File: src/rtl/alu_mux_pkg.sv
// Shared types for the pipelined ALU/OR result mux: op encoding and default width.
package alu_mux_pkg;

    typedef enum logic [1:0] {
        OP_AND = 2'b00,
        OP_ADD = 2'b01,
        OP_SUB = 2'b10,
        OP_XOR = 2'b11
    } op_e;

    localparam int DEF_WIDTH = 8;

endpackage

File: src/rtl/alu_mux_core.sv
// Combinational ALU/OR select with optional saturation; zero comes from the final result.
// No state, no handshake: the caller registers the outputs.
module alu_mux_core
    import alu_mux_pkg::*;
#(
    parameter int WIDTH = DEF_WIDTH,
    parameter int SAT   = 0
) (
    input  logic             x,
    input  op_e              op,
    input  logic [WIDTH-1:0] a,
    input  logic [WIDTH-1:0] b,
    output logic [WIDTH-1:0] result,
    output logic             carry,
    output logic             zero
);

    logic [WIDTH:0]   sum;
    logic [WIDTH-1:0] diff;
    logic             borrow;

    always_comb begin
        sum    = {1'b0, a} + {1'b0, b};
        diff   = a - b;
        borrow = (a < b);
        result = a | b;
        carry  = 1'b0;
        if (x) begin
            case (op)
                OP_AND: result = a & b;
                OP_ADD: begin
                    carry  = sum[WIDTH];
                    result = ((SAT != 0) && sum[WIDTH]) ? '1 : sum[WIDTH-1:0];
                end
                OP_SUB: begin
                    carry  = borrow;
                    result = ((SAT != 0) && borrow) ? '0 : diff;
                end
                default: result = a ^ b;
            endcase
        end
        zero = (result == '0);
    end

endmodule

File: src/rtl/alu_mux_pipe.sv
// Two-stage pipelined ALU/OR mux: 2-cycle latency, 1 beat/cycle, valid/ready with
// full backpressure (stalled output holds, full pipe drops in_ready); counts output handshakes.
module alu_mux_pipe
    import alu_mux_pkg::*;
#(
    parameter int WIDTH = DEF_WIDTH,
    parameter int SAT   = 0,
    parameter int CNT_W = 16
) (
    input  logic             clk,
    input  logic             rst,
    input  logic             in_valid,
    output logic             in_ready,
    input  logic             x,
    input  logic [1:0]       op,
    input  logic [WIDTH-1:0] a,
    input  logic [WIDTH-1:0] b,
    output logic             out_valid,
    input  logic             out_ready,
    output logic [WIDTH-1:0] result,
    output logic             carry,
    output logic             zero,
    output logic [CNT_W-1:0] count
);

    typedef struct packed {
        logic             x;
        op_e              op;
        logic [WIDTH-1:0] a;
        logic [WIDTH-1:0] b;
    } s1_t;

    logic             s1_valid;
    s1_t              s1_q;
    logic             s2_adv;
    logic [WIDTH-1:0] core_result;
    logic             core_carry;
    logic             core_zero;

    assign s2_adv   = s1_valid & (!out_valid | out_ready);
    assign in_ready = !s1_valid | s2_adv;

    // When in_ready is high, S1 is either empty or draining, so it simply takes in_valid.
    always_ff @(posedge clk or posedge rst) begin
        if (rst) begin
            s1_valid <= 1'b0;
            s1_q     <= '0;
        end else begin
            if (in_ready) begin
                s1_valid <= in_valid;
            end
            if (in_valid && in_ready) begin
                s1_q <= '{x: x, op: op_e'(op), a: a, b: b};
            end
        end
    end

    alu_mux_core #(
        .WIDTH (WIDTH),
        .SAT   (SAT)
    ) u_core (
        .x      (s1_q.x),
        .op     (s1_q.op),
        .a      (s1_q.a),
        .b      (s1_q.b),
        .result (core_result),
        .carry  (core_carry),
        .zero   (core_zero)
    );

    always_ff @(posedge clk or posedge rst) begin
        if (rst) begin
            out_valid <= 1'b0;
            result    <= '0;
            carry     <= 1'b0;
            zero      <= 1'b0;
        end else if (s2_adv) begin
            out_valid <= 1'b1;
            result    <= core_result;
            carry     <= core_carry;
            zero      <= core_zero;
        end else if (out_valid && out_ready) begin
            out_valid <= 1'b0;
        end
    end

    always_ff @(posedge clk or posedge rst) begin
        if (rst) begin
            count <= '0;
        end else if (out_valid && out_ready) begin
            count <= count + 1'b1;
        end
    end

endmodule
File: config.mk
export PLATFORM = sky130hd
export DESIGN_NAME = alu_mux_pipe
export DESIGN_NICKNAME = d
export VERILOG_FILES = /design/src/rtl/alu_mux_pkg.sv /design/src/rtl/alu_mux_core.sv /design/src/rtl/alu_mux_pipe.sv
export SDC_FILE = /design/constraint.sdc
export NUM_CORES = 1
export LEC_CHECK = 0
export BUFFER_PORTS_ARGS = -buffer_cell sky130_fd_sc_hd__buf_2
export CORE_UTILIZATION = 25
export CTS_CLUSTER_SIZE = 8
export DETAILED_ROUTE_END_ITERATION = 8
export GPL_TIMING_DRIVEN = 0
export PLACE_DENSITY = 0.53
export SYNTH_ARGS = -nofsm -noshare
export SYNTH_HDL_FRONTEND = slang
export SYNTH_HIERARCHICAL = 1
export SYNTH_SLANG_ARGS = --single-unit
File: constraint.sdc
create_clock -name clk -period 2.6 [get_ports clk]
set_input_delay 0.26 -clock clk [delete_from_list [all_inputs] [get_ports clk]]
set_output_delay 0.26 -clock clk [all_outputs]
set_load 0.1 [all_outputs]
==> run_results.csv, run 1 <==
group,metric,value,unit
cts,htree_levels,2,
logic_synthesis,yosys.area_share.xor_xnor,0.0486,
logic_synthesis,ys_seq_area_frac,0.384,
worst_setup_path,critical_path.endpoint_type,"flip-flop",
die,die_area,12700,um2
cts,clockRootBuffer,"clkbuf_16",
routing,drc,0,
logic_synthesis,netlist_area,3070,um2
power_and_ir_drop,leakagePower,1.83,nW
sta,slew_violations,0,
cts,cts_buffer_depth,2,
global_routing,grt-ovfl-total,0,
logic_synthesis,synth_flop_cell,"dfrtp_1",
placed_design,dp.final_hpwl,5.59,mm
status,violations,"hold timing",
sta,max_freq,387,MHz
global_routing,grt_max_degree,25,
die,dieHeight,113,um
worst_setup_path,cp.arrival,2.81,ns
global_routing,grt_pass1_vias,2436,
cells_and_area,nNetsFinal,426,
die,fp.coreArea,12000,um2
worst_setup_path,crit_fanout,4,
status,run_status,"finished with violations",
worst_setup_path,crit_chain,"ha_4, fa_2, xor2_2, a221oi_2, a221oi_2, or4_4, nor4_4, mux2_4",
cells_and_area,final_core_util,0.336,
placed_design,gp_congestion,0.863,
global_routing,grt_usage,0.124,
routing,wl_per_cell,14.6,um
cells_and_area,drive_gt1_frac,0.418,
routing,avgViaCountPerCell,4.68,
cts,clk_latency,0.29,ns
sta,hold_viol,2,
logic_synthesis,synth_edf_count,0,
cells_and_area,num_antenna_cells,0,
routing,dr.pass1.iters,4,
worst_setup_path,crit_path_start_kind,"flip-flop",
sta,setup_viol,0,
sta,period_share,0.993,
sta,fin_setup_tns,0,ns
routing,ant_nets,0,
routing,drt-initial-drc-count,113,
logic_synthesis,synth-compound-area-share,0.115,
sta,finClkSkew,0.00433,ns
sta,min_period,2.58,ns
worst_setup_path,reg2reg_depth,8,
worst_setup_path,path_class,"flip-flop to flip-flop",
cts,tritoncts,"built",
die,dieWidth,113,um
hold_path,hold_class,"primary input to asynchronous set/reset pin",
cts,cts.clk_slew.worst_paths,0.07,ns
power_and_ir_drop,total_power,0.00378,W
worst_setup_path,cp.required,2.83,ns
power_and_ir_drop,power_density,941,nW/um2
global_routing,antenna_found_initial,0,
routing,num_vias,2433,
logic_synthesis,synth_top_family_by_area,"simple AND/OR/NAND/NOR gates",
run,maxCapViolCount,0,
die,initial_core_util,0.256,
die,ios,51,
logic_synthesis,avgSynthCellArea,10.2,um2
placed_design,portBuffers,50,
routing,drt-total-wl,7.62,mm
worst_setup_path,cpMostUsedCell,"a221oi_2",
logic_synthesis,synthArstFlopShare,1.00,
sta,layout_setup_ws,0.0177,ns
global_routing,grt_pass1_wl,12.4,mm
sta,whs,-0.00312,ns
logic_synthesis,yosys.cell_types.count,49,
logic_synthesis,synth_adder_area_share,0.131,
sta,worstMarginPinSlew,0.531,ns
placed_design,dp_slack,-0.152,ns
logic_synthesis,ys_ff_latch,47,
power_and_ir_drop,ir_drop,0.974,mV
worst_setup_path,worst_path_max_delay_cell,"or4_4",
cts,cts_made_buffers,5,
cts,cts_sinks,47,
logic_synthesis,yosys_warnings,6,
cells_and_area,areaGrowthSynthToFinish,30.9,%
logic_synthesis,synthSimpleGateAreaFrac,0.138,
logic_synthesis,synth_nets,355,
sta,grt_setup_unrepaired,"yes",
sta,relSlewSlack,0.646,
logic_synthesis,muxShareOfSynthArea,0.130,
die,std_cell_rows,40,
worst_setup_path,cpPeakStageDelay,0.56,ns
logic_synthesis,synthCells,301,
-- per-stage QoR --
step | instances | instance area, um2
after detailed placement | 499 | 3530
after floorplan | 301 | 3080
after global routing | 520 | 4020
final | 520 | 4020
after CTS | 511 | 3760
after global placement | 498 | 3510
-- sequential cells by signal, indices dropped and copies added (netlist names) --
| name | cells |
|---|---|
| out_valid | 1 |
| zero | 1 |
| count | 16 |
| result | 8 |
| s1_valid | 1 |
| carry | 1 |
| s1_q | 19 |
-- critical path: cells and delay by family (launching register included) --
kind	cells	cell delay [ns]
compound gates	2	0.39
xor+xnor	1	0.16
fa+ha+maj	2	0.57
flops	1	0.45
mux	1	0.17
simple gates	2	0.77
-- cell usage after synthesis, types with 3 or more instances --
cell      number  share of area
inv_1         29          0.035
o211ai_1       6          0.015
nor2b_1        3         0.0061
dfrtp_1       47           0.38
nor3_1         7          0.011
mux2i_1        6          0.020
a31oi_1        3         0.0061
xor2_1         9          0.026
buf_2          3         0.0049
nand3_1        7          0.011
a221oi_1       6          0.017
nand4_1        3         0.0061
o21ai_0        7          0.011
clkbuf_1       5         0.0061
a21oi_1       10          0.016
or3_1          3         0.0061
xnor2_1        8          0.023
ha_1          29           0.12
mux2_2        30           0.11
nor2_1        16          0.020
nand2_1       26          0.032
a21o_1         3         0.0073
-- cell usage in the layout, fill, tap and decap left out, types with 3 or more instances in the layout --
| cell type | count |
|---|---|
| clkbuf_1 | 4 |
| dfrtp_1 | 43 |
| nand3_1 | 7 |
| a221oi_2 | 4 |
| ha_1 | 21 |
| xnor2_1 | 8 |
| clkbuf_16 | 5 |
| nand2_1 | 25 |
| dfrtp_2 | 3 |
| buf_2 | 51 |
| buf_6 | 3 |
| inv_1 | 23 |
| nor3_1 | 7 |
| mux2_2 | 29 |
| buf_4 | 15 |
| xor2_1 | 8 |
| nand4_1 | 3 |
| nor2_1 | 16 |
| a21oi_1 | 10 |
| ha_4 | 6 |
| o21ai_0 | 7 |
| mux2i_1 | 5 |
| inv_2 | 5 |
| or3_1 | 3 |
| o211ai_1 | 6 |
-- power breakdown --
group | total (W) | internal [W] | switching [W]
Sequential | 0.00102 | 0.000886 | 0.000135
Clock | 0.000681 | 0.000364 | 0.000316
Combinational | 0.00208 | 0.000629 | 0.00145
Total | 0.00378 | 0.00188 | 0.00190
-- final timing paths --
| path | startpoint | slack (ns) | endpoint |
|---|---|---|---|
| hold / removal | rst | -0.003 | count[3]$_DFFE_PP0P_ |
| min in group clk | op[0] | 0.20 | s1_q[16]$_DFFE_PP0P_ |
| hold reg to reg | count[15]$_DFFE_PP0P_ | 0.47 | count[15]$_DFFE_PP0P_ |
| setup reg to reg | s1_q[0]$_DFFE_PP0P_ | 0.02 | zero$_DFFE_PP0P_ |
| max in group asynchronous | rst | 2.09 | zero$_DFFE_PP0P_ |
| setup / recovery | s1_q[0]$_DFFE_PP0P_ | 0.02 | zero$_DFFE_PP0P_ |
-- area by class of cell --
cell class,instances,area [um2]
clock inverters,3,25.0
inverters,29,111
repair buffers,65,375
well taps,147,184
plain buffers,9,61.3
fillers,1215,7950
clock buffers,5,125
multi-input cells,215,1950
flip-flops and latches,47,1180
-- cell families after synthesis --
kind of cell,after synthesis
and+or+nand+nor,82
AOI/OAI and AO/OA,49
DFF,47
buffers and inverters,39
muxes,36
adders and majority gates,31
xor gates and xnor gates,17
-- timing repair --
item | 4_1_cts | 5_1_grt
resized for setup | 10 | 38
setup buffers | 4 | 10
pin swaps | 3 | 18
hold buffers | 0 | 0
setup endpoints to repair | 4 | 5
-- per-layer routing --
| metal | vias up | part of all wire | global-route usage |
|---|---|---|---|
| met5 | - | 0 | 0 |
| met4 | 0 | 0.0055 | 0.0302 |
| met3 | 5 | 0.063 | 0.0311 |
| met2 | 60 | 0.47 | 0.203 |
| met1 | 1179 | 0.46 | 0.163 |
| li1 | 1189 | - | - |
No activity file was read; power rests on OpenSTA's default activity.
==> run 2, diff against run 1 <==
--- a/config.mk
+++ b/config.mk
@@ -10,7 +10,7 @@
 export CTS_CLUSTER_SIZE = 8
 export DETAILED_ROUTE_END_ITERATION = 8
 export GPL_TIMING_DRIVEN = 0
-export PLACE_DENSITY = 0.53
+export PLACE_DENSITY = 0.52
 export SYNTH_ARGS = -nofsm -noshare
 export SYNTH_HDL_FRONTEND = slang
 export SYNTH_HIERARCHICAL = 1
==> constraint.sdc (replaced) <==
create_clock -name clk -period 2.4 [get_ports clk]
set_input_delay 0.24 -clock clk [delete_from_list [all_inputs] [get_ports clk]]
set_output_delay 0.24 -clock clk [all_outputs]
set_load 0.1 [all_outputs]
==> run_results.csv, run 2 (same netlist as run 1, synthesis figures left out) <==
group,metric,value,unit
placed_design,dp.final_hpwl,5.71,mm
status,run_status,"finished with violations",
cells_and_area,multi_input_comb_area,1990,um2
power_and_ir_drop,leakagePower,1.94,nW
cts,cts_buffer_depth,2,
sta,hold_viol,0,
global_routing,antenna_found_initial,0,
sta,setup_viol,2,
cts,clockRootBuffer,"clkbuf_16",
global_routing,grt_pass1_wl,12.7,mm
routing,dr.pass1.iters,4,
cts,clk_latency,0.30,ns
sta,period_share,1.08,
sta,worstMarginPinSlew,0.555,ns
die,die_area,12700,um2
sta,finClkSkew,0.00540,ns
cells_and_area,largestRegisters,"s1_q x19, count x16, result x8",
die,std_cell_rows,40,
sta,max_freq,387,MHz
status,violations,"setup timing",
die,initial_core_util,0.256,
worst_setup_path,path_class,"flip-flop to flip-flop",
placed_design,gp_congestion,0.882,
cts,tritoncts,"built",
routing,drt-initial-drc-count,137,
cts,cts_made_buffers,5,
placed_design,portBuffers,50,
hold_path,hold_class,"primary input to flip-flop",
cells_and_area,drive_gt1_frac,0.423,
cts,htree_levels,2,
sta,layout_setup_ws,-0.182,ns
cells_and_area,n_fill_cell,1151,
die,fp.coreArea,12000,um2
global_routing,grt_pass1_vias,2548,
sta,relSlewSlack,0.629,
routing,avgViaCountPerCell,4.73,
cells_and_area,regMostFlops,"s1_q",
cts,cts.clk_slew.worst_paths,0.07,ns
die,dieWidth,113,um
global_routing,grt_max_degree,29,
worst_setup_path,startpoint,"s1_q[9]$_DFFE_PP0P_",
cells_and_area,layout_commonest_cell,"buf_2",
cells_and_area,num_antenna_cells,0,
cells_and_area,final_cell_mix,"52 x buf_2, 44 x dfrtp_1, 25 x nand2_1",
sta,slew_violations,0,
worst_setup_path,crit_path_start_kind,"flip-flop",
routing,drc,0,
hold_path,hold-path-cell-count,2,
cells_and_area,nNetsFinal,431,
global_routing,met1_usage,0.157,
cts,cts_sinks,47,
routing,num_vias,2481,
run,maxCapViolCount,0,
worst_setup_path,reg2reg_depth,8,
placed_design,dp_slack,-0.318,ns
worst_setup_path,critical_path.endpoint_type,"flip-flop",
die,ios,51,
worst_setup_path,crit_fanout,4,
die,dieHeight,113,um
sta,min_period,2.58,ns
cells_and_area,largest_reg_flops,19,
global_routing,met2_usage,0.208,
routing,wl_per_cell,14.8,um
cells_and_area,areaGrowthSynthToFinish,35.5,%
worst_setup_path,cp.required,2.63,ns
global_routing,busiest_layer,"met2",
power_and_ir_drop,ir_drop,0.954,mV
sta,whs,0.171,ns
worst_setup_path,timing.rr.start,"s1_q[9]$_DFFE_PP0P_",
global_routing,grt_usage,0.127,
cells_and_area,final_core_util,0.347,
global_routing,grt-ovfl-total,0,
cells_and_area,seqCellArea,1180,um2
routing,ant_nets,0,
sta,grt_setup_unrepaired,"yes",
hold_path,worstHoldStart,"b[4]",
worst_setup_path,cp.arrival,2.82,ns
routing,drt-total-wl,7.76,mm
global_routing,use_met3,0.0327,
power_and_ir_drop,power_density,1040,nW/um2
## run 2: what timing repair did
item / in CTS / in global routing
hold buffers: 1 / 0
buffers inserted: 6 / 12
pin swaps: 4 / 14
cloned: 0 / 1
gates resized for setup: 17 / 31
endpoints found under the setup margin: 6 / 6
hold endpoints to repair: 19 / 0
## run 2: layout make-up
class	instances	share of cell area
plain buffers	8	0.0169
clock buffers	5	0.0301
clock inverters	3	0.0172
inverters	29	0.0262
multi-input cells	215	0.479
flip-flops and latches	47	0.285
well taps	147	0.0443
repair buffers	71	0.102
## run 2: routing by layer
| layer | vias to the layer above | wire length, um | part of all wire |
|---|---|---|---|
| met5 | - | 0 | 0 |
| met2 | 73 | 3770 | 0.49 |
| met1 | 1190 | 3320 | 0.43 |
| li1 | 1202 | - | - |
| met3 | 16 | 449 | 0.058 |
| met4 | 0 | 218 | 0.028 |
## run 2: final timing paths
| check | endpoint | slack [ns] |
|---|---|---|
| worst max-delay path | zero$_DFFE_PP0P_ | -0.18 |
| worst min-delay path | s1_q[4]$_DFFE_PP0P_ | 0.17 |
| worst max register to register | zero$_DFFE_PP0P_ | -0.18 |
| worst min register to register | count[15]$_DFFE_PP0P_ | 0.47 |
| max in group asynchronous | result[5]$_DFFE_PP0P_ | 1.39 |
| min in group asynchronous | count[0]$_DFFE_PP0P_ | 0.50 |
## run 2: critical path: stages, from the launching register on
cell and delay, ns:
dfrtp_2 0.43, buf_4 0.15, fa_2 0.39, xor2_1 0.18
a221oi_2 0.28, a221oi_2 0.12, or4_4 0.58, nor4_4 0.23
mux2_4 0.17
## run 2: stage by stage
| step | TNS, ns | std cells | instance area, um2 | total power, W |
|---|---|---|---|---|
| 2_1_floorplan | -1.58 | 301 | 3150 | 0.00276 |
| 3_3_place_gp | -0.848 | 498 | 3590 | 0.00313 |
| 3_5_place_dp | -1.02 | 499 | 3610 | 0.00316 |
| 4_1_cts | -0.0987 | 513 | 3910 | 0.00417 |
| 5_1_grt | -0.611 | 525 | 4150 | 0.00457 |
| 6_report | -0.248 | 525 | 4150 | 0.00434 |
## run 2: report_power, final
| part | switching, W | internal (W) | total (W) | leakage, nW |
|---|---|---|---|---|
| combinational | 0.00158 | 0.000718 | 0.00230 | 1.27 |
| clock | 0.000322 | 0.000604 | 0.000927 | 0.0959 |
| sequential | 0.000156 | 0.000960 | 0.00112 | 0.571 |
